--- src/rtl/bcd_3digit_down_counter_if.sv ---
// Control, load-value and display signals of the three-digit BCD down counter.
// master drives load/start/stop/tick/wrap and din*; slave presents the counter outputs.
interface bcd_3digit_down_counter_if;
    logic       load;
    logic [3:0] din0;
    logic [3:0] din1;
    logic [3:0] din2;
    logic       start;
    logic       stop;
    logic       tick;
    logic       wrap;
    logic [3:0] out0;
    logic [3:0] out1;
    logic [3:0] out2;
    logic       zero;
    logic       busy;
    logic       done;
    logic       borrow;
    logic       err;

    modport master (
        output load, din0, din1, din2, start, stop, tick, wrap,
        input  out0, out1, out2, zero, busy, done, borrow, err
    );

    modport slave (
        input  load, din0, din1, din2, start, stop, tick, wrap,
        output out0, out1, out2, zero, busy, done, borrow, err
    );
endinterface

--- src/rtl/bcd_3digit_down_counter.sv ---
// Three-digit BCD down counter with load, start/stop, prescaled tick and optional 000->999 wrap.
// One-cycle latency from any input to the registered outputs; no backpressure, inputs are sampled every cycle.
module bcd_3digit_down_counter #(
    parameter int PRESCALE   = 1,
    parameter int PRESCALE_W = 8
) (
    input  logic                      clk,
    input  logic                      reset_n,
    bcd_3digit_down_counter_if.slave  bus
);
    typedef enum logic [1:0] {
        ST_IDLE = 2'd0,
        ST_RUN  = 2'd1,
        ST_DONE = 2'd2
    } state_t;

    localparam logic [PRESCALE_W-1:0] PRE_LAST = PRESCALE_W'(PRESCALE - 1);
    localparam logic [PRESCALE_W-1:0] PRE_ONE  = {{(PRESCALE_W-1){1'b0}}, 1'b1};

    state_t                r_state;
    state_t                w_state_nxt;
    logic [3:0]            r_d0, r_d1, r_d2;
    logic [3:0]            w_d0_nxt, w_d1_nxt, w_d2_nxt;
    logic [PRESCALE_W-1:0] r_pre;
    logic [PRESCALE_W-1:0] w_pre_nxt;
    logic                  r_done, r_borrow, r_err;
    logic                  w_done_nxt, w_borrow_nxt, w_err_nxt;

    logic                  w_load_ok;
    logic                  w_is_zero;
    logic                  w_is_one;
    logic [3:0]            w_dec0, w_dec1, w_dec2;
    logic                  w_brw0, w_brw1;

    assign w_load_ok = (bus.din0 <= 4'd9) && (bus.din1 <= 4'd9) && (bus.din2 <= 4'd9);
    assign w_is_zero = (r_d2 == 4'd0) && (r_d1 == 4'd0) && (r_d0 == 4'd0);
    assign w_is_one  = (r_d2 == 4'd0) && (r_d1 == 4'd0) && (r_d0 == 4'd1);

    // Ripple borrow through the digits; only meaningful when the value is non-zero.
    assign w_brw0 = (r_d0 == 4'd0);
    assign w_brw1 = w_brw0 && (r_d1 == 4'd0);
    assign w_dec0 = w_brw0 ? 4'd9 : (r_d0 - 4'd1);
    assign w_dec1 = w_brw0 ? ((r_d1 == 4'd0) ? 4'd9 : (r_d1 - 4'd1)) : r_d1;
    assign w_dec2 = w_brw1 ? ((r_d2 == 4'd0) ? 4'd9 : (r_d2 - 4'd1)) : r_d2;

    always_comb begin
        w_state_nxt  = r_state;
        w_d0_nxt     = r_d0;
        w_d1_nxt     = r_d1;
        w_d2_nxt     = r_d2;
        w_pre_nxt    = r_pre;
        w_done_nxt   = 1'b0;
        w_borrow_nxt = 1'b0;
        w_err_nxt    = 1'b0;

        if (bus.load) begin
            if (!w_load_ok) begin
                w_err_nxt = 1'b1;
            end else begin
                w_d0_nxt    = bus.din0;
                w_d1_nxt    = bus.din1;
                w_d2_nxt    = bus.din2;
                w_state_nxt = ST_IDLE;
                w_pre_nxt   = '0;
            end
        end else begin
            case (r_state)
                ST_IDLE: begin
                    if (!bus.stop && bus.start) begin
                        if (w_is_zero && !bus.wrap) begin
                            w_state_nxt = ST_DONE;
                            w_done_nxt  = 1'b1;
                        end else begin
                            w_state_nxt = ST_RUN;
                            w_pre_nxt   = '0;
                        end
                    end
                end
                ST_RUN: begin
                    if (bus.stop) begin
                        w_state_nxt = ST_IDLE;
                        w_pre_nxt   = '0;
                    end else if (bus.tick) begin
                        if (r_pre != PRE_LAST) begin
                            w_pre_nxt = r_pre + PRE_ONE;
                        end else begin
                            w_pre_nxt = '0;
                            if (w_is_zero) begin
                                if (bus.wrap) begin
                                    w_d0_nxt     = 4'd9;
                                    w_d1_nxt     = 4'd9;
                                    w_d2_nxt     = 4'd9;
                                    w_borrow_nxt = 1'b1;
                                end else begin
                                    w_state_nxt = ST_DONE;
                                    w_done_nxt  = 1'b1;
                                end
                            end else begin
                                w_d0_nxt = w_dec0;
                                w_d1_nxt = w_dec1;
                                w_d2_nxt = w_dec2;
                                // Reaching 000 with wrap enabled keeps running; the next step wraps.
                                if (w_is_one && !bus.wrap) begin
                                    w_state_nxt = ST_DONE;
                                    w_done_nxt  = 1'b1;
                                end
                            end
                        end
                    end
                end
                ST_DONE: w_state_nxt = ST_IDLE;
                default: w_state_nxt = ST_IDLE;
            endcase
        end
    end

    always_ff @(posedge clk or negedge reset_n) begin
        if (!reset_n) begin
            r_state  <= ST_IDLE;
            r_d0     <= 4'd0;
            r_d1     <= 4'd0;
            r_d2     <= 4'd0;
            r_pre    <= '0;
            r_done   <= 1'b0;
            r_borrow <= 1'b0;
            r_err    <= 1'b0;
        end else begin
            r_state  <= w_state_nxt;
            r_d0     <= w_d0_nxt;
            r_d1     <= w_d1_nxt;
            r_d2     <= w_d2_nxt;
            r_pre    <= w_pre_nxt;
            r_done   <= w_done_nxt;
            r_borrow <= w_borrow_nxt;
            r_err    <= w_err_nxt;
        end
    end

    assign bus.out0   = r_d0;
    assign bus.out1   = r_d1;
    assign bus.out2   = r_d2;
    assign bus.zero   = w_is_zero;
    assign bus.busy   = (r_state == ST_RUN);
    assign bus.done   = r_done;
    assign bus.borrow = r_borrow;
    assign bus.err    = r_err;
endmodule
--- src/flat_wrapper.sv ---
// flat-port wrapper written by rule: the top's interface ports become plain ports
module bcd_3digit_down_counter_flat 
#(
    parameter int PRESCALE   = 1,
    parameter int PRESCALE_W = 8
)
  (clk, reset_n, bus_load, bus_din0, bus_din1, bus_din2, bus_start, bus_stop, bus_tick, bus_wrap, bus_out0, bus_out1, bus_out2, bus_zero, bus_busy, bus_done, bus_borrow, bus_err);
  bcd_3digit_down_counter_if bus_i ();
  input  logic clk;
  input  logic reset_n;
  input wire logic [$bits(bus_i.load)-1:0] bus_load;
  input wire logic [$bits(bus_i.din0)-1:0] bus_din0;
  input wire logic [$bits(bus_i.din1)-1:0] bus_din1;
  input wire logic [$bits(bus_i.din2)-1:0] bus_din2;
  input wire logic [$bits(bus_i.start)-1:0] bus_start;
  input wire logic [$bits(bus_i.stop)-1:0] bus_stop;
  input wire logic [$bits(bus_i.tick)-1:0] bus_tick;
  input wire logic [$bits(bus_i.wrap)-1:0] bus_wrap;
  output wire logic [$bits(bus_i.out0)-1:0] bus_out0;
  output wire logic [$bits(bus_i.out1)-1:0] bus_out1;
  output wire logic [$bits(bus_i.out2)-1:0] bus_out2;
  output wire logic [$bits(bus_i.zero)-1:0] bus_zero;
  output wire logic [$bits(bus_i.busy)-1:0] bus_busy;
  output wire logic [$bits(bus_i.done)-1:0] bus_done;
  output wire logic [$bits(bus_i.borrow)-1:0] bus_borrow;
  output wire logic [$bits(bus_i.err)-1:0] bus_err;
  assign bus_i.load = bus_load;
  assign bus_i.din0 = bus_din0;
  assign bus_i.din1 = bus_din1;
  assign bus_i.din2 = bus_din2;
  assign bus_i.start = bus_start;
  assign bus_i.stop = bus_stop;
  assign bus_i.tick = bus_tick;
  assign bus_i.wrap = bus_wrap;
  assign bus_out0 = bus_i.out0;
  assign bus_out1 = bus_i.out1;
  assign bus_out2 = bus_i.out2;
  assign bus_zero = bus_i.zero;
  assign bus_busy = bus_i.busy;
  assign bus_done = bus_i.done;
  assign bus_borrow = bus_i.borrow;
  assign bus_err = bus_i.err;
  bcd_3digit_down_counter #(.PRESCALE(PRESCALE), .PRESCALE_W(PRESCALE_W)) u_core (.clk(clk), .reset_n(reset_n), .bus(bus_i));
endmodule
--- config.mk ---
export PLATFORM = sky130hd
export DESIGN_NAME = bcd_3digit_down_counter_flat
export DESIGN_NICKNAME = d
export VERILOG_FILES = /design/src/rtl/bcd_3digit_down_counter_if.sv /design/src/rtl/bcd_3digit_down_counter.sv /design/src/flat_wrapper.sv
export SDC_FILE = /design/constraint.sdc
export NUM_CORES = 1
export LEC_CHECK = 0
export CAP_MARGIN = 20
export CORE_AREA = 2 2 64 66
export DETAILED_ROUTE_END_ITERATION = 8
export DIE_AREA = 0 0 66 68
export PLACE_DENSITY = 0.73
export SLEW_MARGIN = 20
export SYNTH_ARGS = -nofsm -noshare
export SYNTH_HDL_FRONTEND = slang
export SYNTH_SLANG_ARGS = --single-unit
--- constraint.sdc ---
create_clock -name clk -period 2.1 [get_ports clk]
set_input_delay 0.315 -clock clk [delete_from_list [all_inputs] [get_ports clk]]
set_output_delay 0.315 -clock clk [all_outputs]
set_load 0.02 [all_outputs]
==> results.py <==
metrics = {
    "status": {
        "status": "complete, but fails checks",
        "violations": "negative setup slack",
    },
    "detailed_routing": {
        "wl_per_cell_um": 15.7,
        "vias": 1813,
        "vias_per_cell": 5.53,
        "ant_nets": 0,
        "first_pass_iters": 4,
        "first_iter_violations": 165,
        "drc": 0,
        "drt_wl_total_mm": 5.15,
    },
    "yosys": {
        "synth_top_area_share_pct": 38.3,
        "netlist_area_um2": 1630,
        "synth.distinct_cells": 51,
        "synth_commonest_cells": "o21ai_0 (26), dfrtp_1 (25), nor2_1 (17), inv_1 (13), a21oi_1 (12)",
        "synth_most_common_cell": "o21ai_0",
        "synth_cells": 176,
        "synth_seq_cells": 25,
        "yosys_warnings": 0,
        "syn_avg_cell_area_um2": 9.28,
        "synth_nets": 201,
        "async_flop_share_pct": 100,
        "synth_edf_count": 0,
        "synth_top_area_cell": "dfrtp_1",
        "synth_ff_type": "dfrtp_1",
        "synth_area_leaders": "dfrtp_1 (38%), o21ai_0 (8.0%), ha_1 (4.6%), nor2_1 (3.9%), a21oi_1 (3.7%)",
        "ys_seq_area_share_pct": 38.3,
    },
    "clock_tree": {
        "clockRootBuffer": "clkbuf_8",
        "clock_path_buffers": 2,
        "cts_buffers": 3,
        "cts_max_level": 1,
        "cts_tree": "done",
        "clkTransAtPathRegs_ns": 0.09,
        "clock_latency_ns": 0.27,
        "cts.sinks": 25,
    },
    "final_layout": {
        "drive_gt1_share_pct": 43.9,
        "utilization_pct": 71.3,
        "layout.nets": 304,
        "n_fill_cell": 286,
        "antennaDiodeCount": 0,
        "areaGrowthSynthToFinish_pct": 68.1,
    },
    "worst_hold_path": {
        "hp-class": "in -> async",
    },
    "setup_path": {
        "worstSetupStartpointType": "flop",
        "cp_slowest_cell": "or3_4",
        "endpoint_kind": "flop",
        "path_class": "reg -> reg",
        "reg2reg_slack_ns": -0.11,
        "cpPeakStageDelay_ns": 0.42,
        "crit_required_ns": 2.26,
        "r2r_end": "u_core.bus.out2[0]$_DFFE_PN0P_",
        "cp_data_arrival_time_ns": 2.36,
        "rr_worst_depth": 7,
        "path_cells": "inv_2 -> ha_4 -> or3b_4 -> or3_4 -> a31o_4 -> nand2_4 -> mux2_4",
        "crit_path_max_fanout": 4,
        "r2r_start": "u_core.bus.out2[1]$_DFFE_PN0P_",
    },
    "die": {
        "pin_count": 36,
        "dieHeight_um": 68,
        "fp.coreArea_um2": 3860,
        "num_rows": 23,
        "die_w_um": 66,
        "initial_core_util_pct": 42.4,
        "dieArea_um2": 4490,
    },
    "timing": {
        "finalHoldViolCount": 0,
        "finClkSkew_ns": 0.00452,
        "worst_slack_ns": -0.108,
        "finalSetupViolCount": 11,
        "fin_crit_sh_pct": 105,
        "slew_headroom_pct": 69.1,
        "fmax_ghz": 0.453,
        "layout_min_cycle_time_ns": 2.21,
        "tightest_slew_ns": 0.462,
        "holdWs_ns": 0.409,
        "drv_slew": 0,
        "rsz0062_at_grt": "true",
    },
    "global_route": {
        "grt-ovfl-total": 0,
        "antenna_found_initial": 0,
        "grt_pass1_wl_mm": 8.18,
        "grt_max_degree": 26,
        "grt_pass1_vias": 1759,
        "grtUsageTotal_pct": 23.5,
    },
    "power_and_ir_drop": {
        "peakVddDrop_uv": 593,
        "p_leak_nw": 1.23,
        "power_density_nw_per_um2": 996,
    },
    "placed_design": {
        "post-place-ws_ns": -0.114,
        "hpwl_mm": 3.54,
        "io_buffers": 35,
        "gp_congestion": 0.856,
    },
    "flow_run": {
        "max_cap_viol_count": 0,
    },
}
layer usage:
layer  routed length, µm  up-vias  global-route usage, %
li1                    -      869                      -
met1                2170      876                   30.7
met2                2680       62                   41.9
met3                 243        6                   1.97
met4                  58        0                   6.63
met5                   0        -                      0
timing repair:
action	CTS	global route
endpoints found under the setup margin	13	23
hold buffers	0	0
resized for setup	13	32
pin swaps	5	16
setup buffers	16	8
sequential cells by signal, indices dropped and copies added (netlist names):
name               flops
u_core.bus.out0        4
u_core.r_state         2
u_core.bus.done        1
u_core.bus.out2        4
u_core.bus.err         1
u_core.bus.out1        4
u_core.bus.borrow      1
u_core.r_pre           8
cells in the final DEF, fill, tap and decap left out, types with 2 or more instances in the layout:
| cell | instances |
|---|---|
| nand3_1 | 2 |
| nor2_1 | 17 |
| buf_6 | 4 |
| or3b_4 | 3 |
| a31oi_1 | 7 |
| dfrtp_1 | 19 |
| o21ai_0 | 16 |
| buf_4 | 63 |
| nand4_1 | 2 |
| inv_2 | 8 |
| ha_1 | 2 |
| nand2_1 | 6 |
| clkbuf_8 | 3 |
| and3_2 | 3 |
| nor3_1 | 4 |
| a21oi_2 | 3 |
| a21oi_1 | 8 |
| mux2i_1 | 2 |
| o21ai_2 | 6 |
| nand4b_1 | 2 |
| a32o_1 | 2 |
| nor2b_1 | 2 |
| ha_4 | 4 |
| inv_1 | 5 |
| dfrtp_2 | 6 |
| mux2_4 | 3 |
| and4_1 | 2 |
| clkdlybuf4s50_1 | 34 |
| a31o_4 | 2 |
| o21ai_1 | 6 |
final cells by class:
class / instances / area [µm²] / area share, %
clock buffer: 4 / 45.0 / 1.64
inverter: 13 / 48.8 / 1.78
multi-input combinational: 135 / 1100 / 40.0
sequential: 25 / 633 / 23.0
tap: 50 / 62.6 / 2.28
timing repair buffer: 101 / 858 / 31.2
report_power, final:
group	internal (mW)	switching, mW	leakage, nW
clock	0.136	0.155	0.0228
sequential	0.622	0.0975	0.311
combinational	0.910	0.818	0.896
through the flow:
stage                     total power [mW]  TNS [ns]  instances  cell area (µm²)
final                                 2.74    -0.406        328             2750
after global routing                  2.93     -1.60        328             2750
after CTS                             2.58    -0.472        322             2610
after detailed placement              2.25    -0.711        302             2410
after global placement                2.20    -0.252        302             2410
after floorplan                       1.49    -0.177        176             1680
worst max path at each step:
| stage | start | endpoint | slack, ns | depth (start not counted) |
|---|---|---|---|---|
| final | u_core.bus.out2[1]$_DFFE_PN0P_ | u_core.bus.out2[0]$_DFFE_PN0P_ | -0.11 | 7 |
| after global routing | u_core.bus.out2[1]$_DFFE_PN0P_ | u_core.bus.out2[0]$_DFFE_PN0P_ | -0.16 | 7 |
| after CTS | u_core.r_pre[1]$_DFFE_PN0P_ | u_core.bus.out2[0]$_DFFE_PN0P_ | -0.1 | 7 |
| after detailed placement | bus_load | u_core.bus.out2[0]$_DFFE_PN0P_ | -0.11 | 6 |
| after global placement | bus_load | u_core.bus.out2[0]$_DFFE_PN0P_ | -0.05 | 6 |
| after floorplan | u_core.bus.out1[0]$_DFFE_PN0P_ | u_core.bus.out2[0]$_DFFE_PN0P_ | -0.09 | 7 |
worst max-delay path: cells and delay by family (launching register included):
| kind | cells | cell delay (ns) |
|---|---|---|
| buf+inv | 1 | 0.08 |
| simple gates | 3 | 0.91 |
| compound gates | 1 | 0.25 |
| fa+ha+maj | 1 | 0.13 |
| mux | 1 | 0.30 |
| flops | 1 | 0.41 |
kinds of logic (layout without fill, tap and decap cells):
kind of cell	after synthesis	in the layout	share of synthesized area, %
AO/OA/AOI/OAI	64	64	25.2
AND/OR/NAND/NOR	60	60	24.5
flip-flops	25	25	38.3
buffers and inverters	16	118	3.68
adder cells (fa/ha/maj)	6	6	4.59
multiplexers	5	5	3.75
No activity file was read; power rests on OpenSTA's default activity.
